===== config.mk =====
export PLATFORM = sky130hd
export DESIGN_NAME = booth_r8_enc_pipe_flat
export DESIGN_NICKNAME = d
export VERILOG_FILES = /design/src/rtl/booth_pkg.sv /design/src/rtl/booth_r8_enc_pipe_if.sv /design/src/rtl/booth_r8_digit.sv /design/src/rtl/booth_r8_enc_pipe.sv /design/src/flat_wrapper.sv
export SDC_FILE = /design/constraint.sdc
export NUM_CORES = 1
export LEC_CHECK = 0
export ABC_AREA = 1
export BUFFER_PORTS_ARGS = -buffer_cell sky130_fd_sc_hd__buf_2
export CORE_ASPECT_RATIO = 1.75
export CORE_MARGIN = 5
export CORE_UTILIZATION = 55
export CTS_BUF_LIST = sky130_fd_sc_hd__clkbuf_8
export DETAILED_ROUTE_END_ITERATION = 6
export GPL_TIMING_DRIVEN = 0
export PLACE_DENSITY = 0.86
export SYNTH_ARGS = -nofsm -noshare
export SYNTH_HDL_FRONTEND = slang
export SYNTH_SLANG_ARGS = --single-unit

===== constraint.sdc =====
create_clock -name clk -period 4.4 [get_ports clk]
set_input_delay 0.22 -clock clk [delete_from_list [all_inputs] [get_ports clk]]
set_output_delay 0.22 -clock clk [all_outputs]
set_load 0.1 [all_outputs]

===== src/rtl/booth_pkg.sv =====
// booth_pkg: shared definitions for the radix-8 Booth recoder.
//   DIGIT_SPAN   : multiplier bits consumed per radix-8 digit (3).
//   booth_sel_t  : one-hot-or-zero select bundle {s, d, t, q, n} for one digit.
//   booth_groups : number of radix-8 digits needed for a given operand width.
package booth_pkg;

    localparam int unsigned DIGIT_SPAN = 3;

    typedef struct packed {
        logic s;   // |digit| == 1
        logic d;   // |digit| == 2
        logic t;   // |digit| == 3
        logic q;   // |digit| == 4
        logic n;   // digit sign (top bit of the 4-bit window)
    } booth_sel_t;

    function automatic int unsigned booth_groups(input int unsigned width);
        return (width + DIGIT_SPAN) / DIGIT_SPAN;
    endfunction

endpackage


===== src/rtl/booth_r8_enc_pipe_if.sv =====
// booth_r8_enc_pipe_if: operand/result bundle for booth_r8_enc_pipe.
//   Input side : in_valid, in_ready, in_signed, in_mx[WIDTH], in_mc[WIDTH]
//   Output side: out_valid, out_ready, out_s/d/t/q/n[GROUPS], out_x3[WIDTH+2],
//                out_signed, and out_nz_cnt when BOOTH_NZCNT_EN is defined.
//   slave modport  : recoder view.
//   master modport : producer/consumer view (operand staging + PP generator).
interface booth_r8_enc_pipe_if
    import booth_pkg::*;
#(
    parameter int unsigned WIDTH = 32
);

    localparam int unsigned GROUPS = booth_groups(WIDTH);

    logic              in_valid;
    logic              in_ready;
    logic              in_signed;
    logic [WIDTH-1:0]  in_mx;
    logic [WIDTH-1:0]  in_mc;
    logic              out_valid;
    logic              out_ready;
    logic [GROUPS-1:0] out_s;
    logic [GROUPS-1:0] out_d;
    logic [GROUPS-1:0] out_t;
    logic [GROUPS-1:0] out_q;
    logic [GROUPS-1:0] out_n;
    logic [WIDTH+1:0]  out_x3;
    logic              out_signed;
`ifdef BOOTH_NZCNT_EN
    localparam int unsigned NZ_W = $clog2(GROUPS + 1);
    logic [NZ_W-1:0]   out_nz_cnt;
`endif

    modport slave (
        input  in_valid, in_signed, in_mx, in_mc, out_ready,
        output in_ready, out_valid, out_s, out_d, out_t, out_q, out_n,
               out_x3, out_signed
`ifdef BOOTH_NZCNT_EN
        , output out_nz_cnt
`endif
    );

    modport master (
        output in_valid, in_signed, in_mx, in_mc, out_ready,
        input  in_ready, out_valid, out_s, out_d, out_t, out_q, out_n,
               out_x3, out_signed
`ifdef BOOTH_NZCNT_EN
        , input out_nz_cnt
`endif
    );

endinterface


===== src/rtl/booth_r8_digit.sv =====
// booth_r8_digit: combinational radix-8 Booth digit recoder.
//   grp_bits[3:0] : {m[3i+2], m[3i+1], m[3i], m[3i-1]} window of the multiplier.
//   sel           : one-hot-or-zero magnitude selects plus sign n = grp_bits[3].
module booth_r8_digit
    import booth_pkg::*;
(
    input  logic [3:0] grp_bits,
    output booth_sel_t sel
);

    logic w0;
    logic w1;
    logic w2;

    always_comb begin
        w0    = grp_bits[0] ^ grp_bits[1];
        w1    = grp_bits[1] ^ grp_bits[2];
        w2    = grp_bits[2] ^ grp_bits[3];
        sel   = '0;
        sel.s = w0 & ~w2;
        sel.d = w1 & ~w0;
        sel.t = w2 & w0;
        sel.q = w2 & ~w0 & ~w1;
        // 1111 yields a zero digit with n set; consumers ignore n when no magnitude is selected.
        sel.n = grp_bits[3];
    end

endmodule


===== src/rtl/booth_r8_enc_pipe.sv =====
// booth_r8_enc_pipe: two-stage pipelined radix-8 Booth recoder with 3X multiple.
//   clk, rst_n : rising-edge clock, asynchronous active-low reset.
//   bus        : booth_r8_enc_pipe_if.slave
//                  in_*  : multiplier mx, multiplicand mc, signed mode (valid/ready)
//                  out_* : per-group s/d/t/q/n selects, x3 = 3*mc (WIDTH+2 bits),
//                          mode echo (valid/ready).
//   S1 registers operands; S2 registers recoded digits and 3X (latency 2).
//   Optional: BOOTH_NZCNT_EN adds out_nz_cnt, the count of nonzero digits.
module booth_r8_enc_pipe
    import booth_pkg::*;
#(
    parameter int unsigned WIDTH = 32
) (
    input  logic              clk,
    input  logic              rst_n,
    booth_r8_enc_pipe_if.slave bus
);

    localparam int unsigned GROUPS = booth_groups(WIDTH);
    // Bit 0 holds m[-1]; the window of the last group ends at bit DIGIT_SPAN*GROUPS.
    localparam int unsigned EXT_W  = DIGIT_SPAN * GROUPS + 1;
    localparam int unsigned X3_W   = WIDTH + 2;
`ifdef BOOTH_NZCNT_EN
    localparam int unsigned NZ_W   = $clog2(GROUPS + 1);
`endif

    logic adv1;
    logic adv2;

    logic              s1_valid_d,  s1_valid_q;
    logic              s1_signed_d, s1_signed_q;
    logic [WIDTH-1:0]  s1_mx_d,     s1_mx_q;
    logic [WIDTH-1:0]  s1_mc_d,     s1_mc_q;

    logic              s2_valid_d,  s2_valid_q;
    logic              s2_signed_d, s2_signed_q;
    logic [GROUPS-1:0] s2_s_d,      s2_s_q;
    logic [GROUPS-1:0] s2_d_d,      s2_d_q;
    logic [GROUPS-1:0] s2_t_d,      s2_t_q;
    logic [GROUPS-1:0] s2_q_d,      s2_q_q;
    logic [GROUPS-1:0] s2_n_d,      s2_n_q;
    logic [X3_W-1:0]   s2_x3_d,     s2_x3_q;
`ifdef BOOTH_NZCNT_EN
    logic [NZ_W-1:0]   s2_nz_d,     s2_nz_q;
    logic [NZ_W-1:0]   nz_c;
`endif

    logic              ext_bit;
    logic [EXT_W-1:0]  m_ext;
    booth_sel_t        sel [GROUPS];
    logic [GROUPS-1:0] sel_s, sel_d, sel_t, sel_q, sel_n;
    logic [X3_W-1:0]   xe;
    logic [X3_W-1:0]   x3_c;

    // Handshake: S2 frees when empty or draining; S1 frees when empty or moving into S2.
    always_comb begin
        adv2         = ~s2_valid_q | bus.out_ready;
        adv1         = ~s1_valid_q | adv2;
        bus.in_ready = adv1;
    end

    // Extended multiplier: m[-1] = 0, bits above the MSB follow the mode.
    always_comb begin
        ext_bit         = s1_signed_q & s1_mx_q[WIDTH-1];
        m_ext           = {EXT_W{ext_bit}};
        m_ext[0]        = 1'b0;
        m_ext[WIDTH:1]  = s1_mx_q;
    end

    for (genvar gi = 0; gi < GROUPS; gi++) begin : g_digit
        booth_r8_digit u_digit (
            .grp_bits (m_ext[DIGIT_SPAN*gi +: 4]),
            .sel      (sel[gi])
        );
    end

    always_comb begin
        sel_s = '0;
        sel_d = '0;
        sel_t = '0;
        sel_q = '0;
        sel_n = '0;
        for (int unsigned i = 0; i < GROUPS; i++) begin
            sel_s[i] = sel[i].s;
            sel_d[i] = sel[i].d;
            sel_t[i] = sel[i].t;
            sel_q[i] = sel[i].q;
            sel_n[i] = sel[i].n;
        end
    end

    // Two guard bits make 3*mc exact in both modes.
    always_comb begin
        xe   = s1_signed_q ? {{2{s1_mc_q[WIDTH-1]}}, s1_mc_q} : {2'b00, s1_mc_q};
        x3_c = (xe << 1) + xe;
    end

`ifdef BOOTH_NZCNT_EN
    always_comb begin
        nz_c = '0;
        for (int unsigned i = 0; i < GROUPS; i++) begin
            nz_c = nz_c + NZ_W'(sel_s[i] | sel_d[i] | sel_t[i] | sel_q[i]);
        end
    end
`endif

    always_comb begin
        s1_valid_d  = s1_valid_q;
        s1_signed_d = s1_signed_q;
        s1_mx_d     = s1_mx_q;
        s1_mc_d     = s1_mc_q;
        if (adv1) begin
            s1_valid_d = bus.in_valid;
            if (bus.in_valid) begin
                s1_signed_d = bus.in_signed;
                s1_mx_d     = bus.in_mx;
                s1_mc_d     = bus.in_mc;
            end
        end
    end

    always_comb begin
        s2_valid_d  = s2_valid_q;
        s2_signed_d = s2_signed_q;
        s2_s_d      = s2_s_q;
        s2_d_d      = s2_d_q;
        s2_t_d      = s2_t_q;
        s2_q_d      = s2_q_q;
        s2_n_d      = s2_n_q;
        s2_x3_d     = s2_x3_q;
`ifdef BOOTH_NZCNT_EN
        s2_nz_d     = s2_nz_q;
`endif
        if (adv2) begin
            s2_valid_d = s1_valid_q;
            if (s1_valid_q) begin
                s2_signed_d = s1_signed_q;
                s2_s_d      = sel_s;
                s2_d_d      = sel_d;
                s2_t_d      = sel_t;
                s2_q_d      = sel_q;
                s2_n_d      = sel_n;
                s2_x3_d     = x3_c;
`ifdef BOOTH_NZCNT_EN
                s2_nz_d     = nz_c;
`endif
            end
        end
    end

    always_ff @(posedge clk or negedge rst_n) begin
        if (!rst_n) begin
            s1_valid_q  <= 1'b0;
            s1_signed_q <= 1'b0;
            s1_mx_q     <= '0;
            s1_mc_q     <= '0;
            s2_valid_q  <= 1'b0;
            s2_signed_q <= 1'b0;
            s2_s_q      <= '0;
            s2_d_q      <= '0;
            s2_t_q      <= '0;
            s2_q_q      <= '0;
            s2_n_q      <= '0;
            s2_x3_q     <= '0;
`ifdef BOOTH_NZCNT_EN
            s2_nz_q     <= '0;
`endif
        end else begin
            s1_valid_q  <= s1_valid_d;
            s1_signed_q <= s1_signed_d;
            s1_mx_q     <= s1_mx_d;
            s1_mc_q     <= s1_mc_d;
            s2_valid_q  <= s2_valid_d;
            s2_signed_q <= s2_signed_d;
            s2_s_q      <= s2_s_d;
            s2_d_q      <= s2_d_d;
            s2_t_q      <= s2_t_d;
            s2_q_q      <= s2_q_d;
            s2_n_q      <= s2_n_d;
            s2_x3_q     <= s2_x3_d;
`ifdef BOOTH_NZCNT_EN
            s2_nz_q     <= s2_nz_d;
`endif
        end
    end

    always_comb begin
        bus.out_valid  = s2_valid_q;
        bus.out_signed = s2_signed_q;
        bus.out_s      = s2_s_q;
        bus.out_d      = s2_d_q;
        bus.out_t      = s2_t_q;
        bus.out_q      = s2_q_q;
        bus.out_n      = s2_n_q;
        bus.out_x3     = s2_x3_q;
`ifdef BOOTH_NZCNT_EN
        bus.out_nz_cnt = s2_nz_q;
`endif
    end

endmodule


===== src/flat_wrapper.sv =====
// flat-port wrapper written by rule: the top's interface ports become plain ports
module booth_r8_enc_pipe_flat import booth_pkg::*;
#(
    parameter int unsigned WIDTH = 32
)
  (clk, rst_n, bus_in_valid, bus_in_signed, bus_in_mx, bus_in_mc, bus_out_ready, bus_in_ready, bus_out_valid, bus_out_s, bus_out_d, bus_out_t, bus_out_q, bus_out_n, bus_out_x3, bus_out_signed);
  booth_r8_enc_pipe_if #(.WIDTH(WIDTH)) bus_i ();
  input  logic clk;
  input  logic rst_n;
  input wire logic [$bits(bus_i.in_valid)-1:0] bus_in_valid;
  input wire logic [$bits(bus_i.in_signed)-1:0] bus_in_signed;
  input wire logic [$bits(bus_i.in_mx)-1:0] bus_in_mx;
  input wire logic [$bits(bus_i.in_mc)-1:0] bus_in_mc;
  input wire logic [$bits(bus_i.out_ready)-1:0] bus_out_ready;
  output wire logic [$bits(bus_i.in_ready)-1:0] bus_in_ready;
  output wire logic [$bits(bus_i.out_valid)-1:0] bus_out_valid;
  output wire logic [$bits(bus_i.out_s)-1:0] bus_out_s;
  output wire logic [$bits(bus_i.out_d)-1:0] bus_out_d;
  output wire logic [$bits(bus_i.out_t)-1:0] bus_out_t;
  output wire logic [$bits(bus_i.out_q)-1:0] bus_out_q;
  output wire logic [$bits(bus_i.out_n)-1:0] bus_out_n;
  output wire logic [$bits(bus_i.out_x3)-1:0] bus_out_x3;
  output wire logic [$bits(bus_i.out_signed)-1:0] bus_out_signed;
  assign bus_i.in_valid = bus_in_valid;
  assign bus_i.in_signed = bus_in_signed;
  assign bus_i.in_mx = bus_in_mx;
  assign bus_i.in_mc = bus_in_mc;
  assign bus_i.out_ready = bus_out_ready;
  assign bus_in_ready = bus_i.in_ready;
  assign bus_out_valid = bus_i.out_valid;
  assign bus_out_s = bus_i.out_s;
  assign bus_out_d = bus_i.out_d;
  assign bus_out_t = bus_i.out_t;
  assign bus_out_q = bus_i.out_q;
  assign bus_out_n = bus_i.out_n;
  assign bus_out_x3 = bus_i.out_x3;
  assign bus_out_signed = bus_i.out_signed;
  booth_r8_enc_pipe #(.WIDTH(WIDTH)) u_core (.clk(clk), .rst_n(rst_n), .bus(bus_i));
endmodule

## Yosys cells after proc, flatten, opt, wreduce, memory -nomap -nowiden

Cells that the tools add are included.

- Bitwise operators: 125
- Mux-type cells: 1
- Reductions and logical operators: 2
- Add/sub/neg operators: 1

Operators with widths:

| operator | count |
|---|---|
| 1-bit AND | 56 |
| 1-bit inverter | 35 |
| 34-bit adder | 1 |
| 34-bit 2-to-1 mux | 1 |
| 1-bit XOR | 32 |
| 2-bit AND reduction | 2 |
| 1-bit bitwise OR | 2 |

- Bits of input ports: 69
- Flip-flop bits (word level): 157
- Word-level logic and storage cells: 141
- Output and inout port bits: 92

## Depth between registers and ports, before layout

- Depth in word-level cells: 4
- Depth in mapped cells: 12
- Depth with buffers taken out: 12

## By module

A second synthesis with hierarchy kept.

- Cells, all modules: 1195
- Area total of the unflattened synthesis: 9057.4 um^2

By module, submodules not included:

| module | area an instance (um^2) | times used | cells each |
|---|---|---|---|
| booth_r8_enc_pipe | 8190.4 | 1 | 1008 |
| booth_r8_digit | 78.8 | 11 | 17 |

## Worst setup path after synthesis

OpenSTA, ideal clock, no wires.

- Kind: register to register
- Start point: register u_core.s2_valid_q (netlist: u_core.bus.out_valid)
- End point: register u_core.s1_mc_q[11]
- Required time: 4275 ps
- Path slack: 1242 ps
- Clock period less this slack: 3158 ps
- Stages on the path, launching flop included: 5
- Arrival: 3033 ps
- Cell sequence: dfrtp_1 > nand3_1 > nand2_1 > buf_2 > mux2_2

- Cells in the longest elaborated chain, start to end: 4

RTL lines:

| what | RTL line | text |
|---|---|---|
| start: declaration | booth_r8_enc_pipe.sv:35 | `logic s2_valid_d, s2_valid_q;` |
| start signal: assignment | booth_r8_enc_pipe.sv:173 | `s2_valid_q <= s2_valid_d;` |
| 1-bit inverter | booth_r8_enc_pipe.sv:57 | `adv2 = ~s2_valid_q \| bus.out_ready;` |
| 1-bit bitwise OR | booth_r8_enc_pipe.sv:57 |  |
| 1-bit bitwise OR | booth_r8_enc_pipe.sv:58 | `adv1 = ~s1_valid_q \| adv2;` |
| via bus_in_ready | flat_wrapper.sv:15 | `output wire logic [$bits(bus_i.in_ready)-1:0] bus_in_ready;` |
| 2-bit AND reduction (no line) | n/a |  |
| end signal: assignment | booth_r8_enc_pipe.sv:172 | `s1_mc_q <= s1_mc_d;` |
| end: declaration | booth_r8_enc_pipe.sv:33 | `logic [WIDTH-1:0] s1_mc_d, s1_mc_q;` |

The timed path passes the listed nets, and every way through them passes these cells.
A chain may end at the register's enable or synchronous reset.

## Worst setup path in the final report

- Start point: register u_core.s1_mc_q[1]
- End point: register u_core.s2_x3_q[29] (netlist: u_core.bus.out_x3[29])

- Cells in the longest elaborated chain, start to end: 2

RTL lines:

| what | RTL line | text |
|---|---|---|
| 34-bit 2-to-1 mux | booth_r8_enc_pipe.sv:94 | `xe = s1_signed_q ? {{2{s1_mc_q[WIDTH-1]}}, s1_mc_q} : {2'b00, s1_mc_q};` |
| 34-bit adder | booth_r8_enc_pipe.sv:95 | `x3_c = (xe << 1) + xe;` |
| end signal: assignment | booth_r8_enc_pipe.sv:164 | `s2_x3_q <= '0;` |
| end signal: assignment | booth_r8_enc_pipe.sv:180 | `s2_x3_q <= s2_x3_d;` |
| end: declaration | booth_r8_enc_pipe.sv:42 | `logic [X3_W-1:0] s2_x3_d, s2_x3_q;` |

No other way between the ends.

==> reports/qor.json <==
{
  "num-nets-final": 1384,
  "floorplan.die.height_um": 175,
  "cpMostUsedCell": "sky130_fd_sc_hd__nand3_1",
  "hold_start": "bus_in_mx[13]",
  "hpwl_um": 18000,
  "synthCells": 1053,
  "tightestPinTransition_ns": 0.721,
  "drive_gt1_frac": 0.226,
  "timing.critical_path.from": "u_core.s1_mc_q[1]$_DFFE_PN0P_",
  "grt_util_met3": 0.0405,
  "fin_total_pwr_w": 0.00794,
  "syn-cell-area_um2": 8600,
  "internal-power_w": 0.00331,
  "yosysMostFrequentCell": "sky130_fd_sc_hd__nand2_1",
  "placement.io_buffers": 160,
  "synth_ff_type": "sky130_fd_sc_hd__dfrtp_1",
  "pre_cts_ws_ns": 2.20,
  "post_synth_main_area_contributors": "sky130_fd_sc_hd__dfrtp_1 46%, sky130_fd_sc_hd__nand2_1 16%, sky130_fd_sc_hd__mux2_2 6.7%",
  "area_growth_syn_to_layout_pct": 22.9,
  "chipWidth_um": 105,
  "sw_frac_of_total": 0.583,
  "htreeDepth": 4,
  "max_clock_freq_mhz": 445,
  "pin_count": 161,
  "vias": 7758,
  "antennaDiodeCount": 0,
  "initialDrtViolationCount": 407,
  "postLayoutSetupSlackWorst_ns": 2.15,
  "timing_worst_setup_path_type": "reg2reg",
  "floorplan.rows": 60,
  "setup_violations": 0,
  "post_drt_wl_per_cell_um": 15.9,
  "result_of_the_run": "finished clean",
  "worstReg2RegStart": "u_core.s1_mc_q[1]$_DFFE_PN0P_",
  "gr-max-usage-layer": "met2",
  "yosys.area.top_type": "sky130_fd_sc_hd__dfrtp_1",
  "cts.sink_count": 157,
  "post_synthesis_area_per_instance_um2": 8.17,
  "grt_max_degree": 82,
  "post_cts_buffers": 0,
  "arrival_ns": 2.59,
  "cts_buffer_depth": 2,
  "cts_root_buf": "sky130_fd_sc_hd__clkbuf_8",
  "ys_types": 33,
  "critical_path.cell_chain": "ha_1 -> fa_1 -> nand3_1 -> nand3_1 -> nand3_1 -> nand3_2 -> nand2_1 -> nand3_1 -> nand3_1 -> nand2_1",
  "path_max_fanout": 4,
  "cp.depth": 10,
  "grt_pass1_wl_um": 38200,
  "grt_use_total": 0.259,
  "p_comb_frac": 0.587,
  "netlist_top_cells_count": "358 x sky130_fd_sc_hd__nand2_1, 157 x sky130_fd_sc_hd__dfrtp_1, 132 x sky130_fd_sc_hd__inv_1, 63 x sky130_fd_sc_hd__nand3_1, 61 x sky130_fd_sc_hd__nor2_1",
  "share_of_synthesized_registers_carrying_an_async_set_or_reset": 1.00,
  "worst_setup_hold_path_clk_slew_ns": 0.09,
  "final-hold-violation-count": 0,
  "fin_skew_ns": 0.0153,
  "synthDominantCellAreaShare": 0.457,
  "drt-vias-per-instance": 5.24,
  "critical_path.startpoint_type": "flop",
  "r2r_cells": 10,
  "timing.hold.worst.class": "in2reg",
  "layout_worst_path_cycle_share": 0.510,
  "antenna_found_initial": 0,
  "crit_family": "simple AND/OR/NAND/NOR gates",
  "tritoncts.num_buffers": 17,
  "grt_pass1_vias": 7893,
  "initial_core_util": 0.559,
  "ant_nets": 0,
  "critical-path-max-stage-delay_ns": 0.46,
  "die_area_um2": 18300,
  "core_area_um2": 15400,
  "overflow_left_after_global_routing": 0,
  "multi_input_comb_area_um2": 4020,
  "clk-insertion-delay-late_ns": 0.45,
  "timing.max_cap.violations": 0,
  "synth_warnings": 0,
  "power.sequential.fraction": 0.269,
  "worst-r2r-setup-slack_ns": 2.15,
  "postSynthNetCount": 1155,
  "netSwitchingPower_w": 0.00463,
  "rsz_0062_raised_after_global_routing": "no",
  "finalCriticalPeriod_ns": 2.25,
  "cp_slowest_cell": "sky130_fd_sc_hd__dfrtp_1",
  "clockPowerShare": 0.144,
  "drtPass1Iterations": 5,
  "fin_setup_tns_ns": 0,
  "wl_um": 23500,
  "tritoncts": "built",
  "cp.buffers_inverters": 0,
  "max_slew_margin": 0.520,
  "peakVddDrop_v": 0.000369,
  "power_per_cell_area_nw_per_um2": 752,
  "power_leakage_nw": 5.77,
  "nFillCells": 1239,
  "slew_violations": 0,
  "timing.hold.ws_ns": 0.0188,
  "worstSetupEndpointType": "flop",
  "synth-seq-area-share": 0.457,
  "drcViolationCount": 0,
  "crit-reg2reg-capture": "u_core.bus.out_x3[29]$_DFFE_PN0P_",
  "synth.ff_latch_count": 157,
  "place.gp.congestion": 0.966,
  "cp_endpoint": "u_core.bus.out_x3[29]$_DFFE_PN0P_",
  "sequential_cell_area_um2": 3930,
  "grt_use_met1": 0.267,
  "synth-edff-count": 0,
  "critPathRequiredTime_ns": 4.75,
  "gr-usage-met2": 0.487
}
-- repair_timing --
| item | CTS | global route |
|---|---|---|
| hold endpoints to repair | 121 | 3 |
| hold buffers | 46 | 3 |
| endpoints found under the setup margin | 0 | 0 |
| gates resized for setup | 0 | 0 |
-- through the flow --
step	cell area, um^2	std cells	utilization
after floorplan	8600	1053	-
after global placement	9640	1399	0.626
after detailed placement	9670	1400	0.628
after CTS	10500	1477	0.685
after global routing	10600	1480	0.687
final	10600	1480	0.687
-- metal layers --
layer | wire (um) | vias up
met5 | 0 | -
met4 | 1200 | 0
met3 | 1130 | 74
li1 | - | 3774
met2 | 12900 | 262
met1 | 8330 | 3648
-- flip-flops by register name (all words and copies together), names as in the netlist, 11 cells and up --
register,flops
u_core.bus.out_x3,34
u_core.bus.out_d,11
u_core.bus.out_q,11
u_core.bus.out_t,11
u_core.bus.out_s,11
u_core.bus.out_n,11
u_core.s1_mc_q,32
u_core.s1_mx_q,32
-- cell type report --
type	count	share of cell area
buffer	26	0.0142
timing repair buffer	210	0.125
multi-input combinational	736	0.380
sequential	157	0.372
clock buffer	17	0.0221
clock inverter	14	0.0165
tap	186	0.0220
inverter	134	0.0476
-- cell usage in the layout, fill, tap and decap left out, types with 2 or more instances in the layout --
cell type,Yosys,routed
sky130_fd_sc_hd__a21oi_1,36,36
sky130_fd_sc_hd__buf_2,20,179
sky130_fd_sc_hd__buf_6,1,2
sky130_fd_sc_hd__bufinv_16,0,2
sky130_fd_sc_hd__clkbuf_1,3,3
sky130_fd_sc_hd__clkbuf_8,2,19
sky130_fd_sc_hd__clkinvlp_4,0,3
sky130_fd_sc_hd__dfrtp_1,157,157
sky130_fd_sc_hd__dlygate4sd3_1,0,49
sky130_fd_sc_hd__ha_1,32,32
sky130_fd_sc_hd__inv_1,132,132
sky130_fd_sc_hd__inv_6,0,3
sky130_fd_sc_hd__inv_8,0,5
sky130_fd_sc_hd__mux2_2,51,51
sky130_fd_sc_hd__nand2_1,358,358
sky130_fd_sc_hd__nand2_2,7,7
sky130_fd_sc_hd__nand3_1,63,63
sky130_fd_sc_hd__nand3_2,6,6
sky130_fd_sc_hd__nand3b_1,4,4
sky130_fd_sc_hd__nand4_1,3,3
sky130_fd_sc_hd__nor2_1,61,61
sky130_fd_sc_hd__nor2_2,2,2
sky130_fd_sc_hd__nor3_1,4,4
sky130_fd_sc_hd__o21ai_0,33,33
sky130_fd_sc_hd__o21ai_1,7,7
sky130_fd_sc_hd__o21bai_1,3,3
sky130_fd_sc_hd__o31ai_1,8,8
sky130_fd_sc_hd__o31ai_2,3,3
sky130_fd_sc_hd__or2_0,3,3
sky130_fd_sc_hd__or2_2,6,6
sky130_fd_sc_hd__xnor2_1,33,33
sky130_fd_sc_hd__xor2_1,9,9
-- cells by family after synthesis --
logic type,Yosys count,synth area share
mux,51,0.0668
flops,157,0.457
xor+xnor,42,0.0428
fa+ha+maj,33,0.0489
buf+inv,160,0.0759
simple gates,518,0.249
compound gates,92,0.0601
-- worst min path at each step --
stage,slack (ns),to,depth (start not counted)
after floorplan,-0.08,u_core.bus.out_d[0]$_DFFE_PN0P_,0
after global placement,0.45,u_core.s1_mc_q[22]$_DFFE_PN0P_,2
after detailed placement,0.30,u_core.s1_mc_q[4]$_DFFE_PN0P_,1
after CTS,0.0003,u_core.s1_mx_q[13]$_DFFE_PN0P_,2
after global routing,0.002,u_core.s1_mx_q[13]$_DFFE_PN0P_,2
final,0.02,u_core.s1_mx_q[13]$_DFFE_PN0P_,2
-- power by group through the flow --
stage                     sequential (W)  combinational (W)  clock, W
after floorplan                  0.00451            0.00135         0
after global placement           0.00214            0.00456         0
after detailed placement         0.00216            0.00462         0
after CTS                        0.00213            0.00466   0.00116
after global routing             0.00219            0.00493   0.00123
final                            0.00214            0.00466   0.00114
Power figures use the tool's default switching activity.
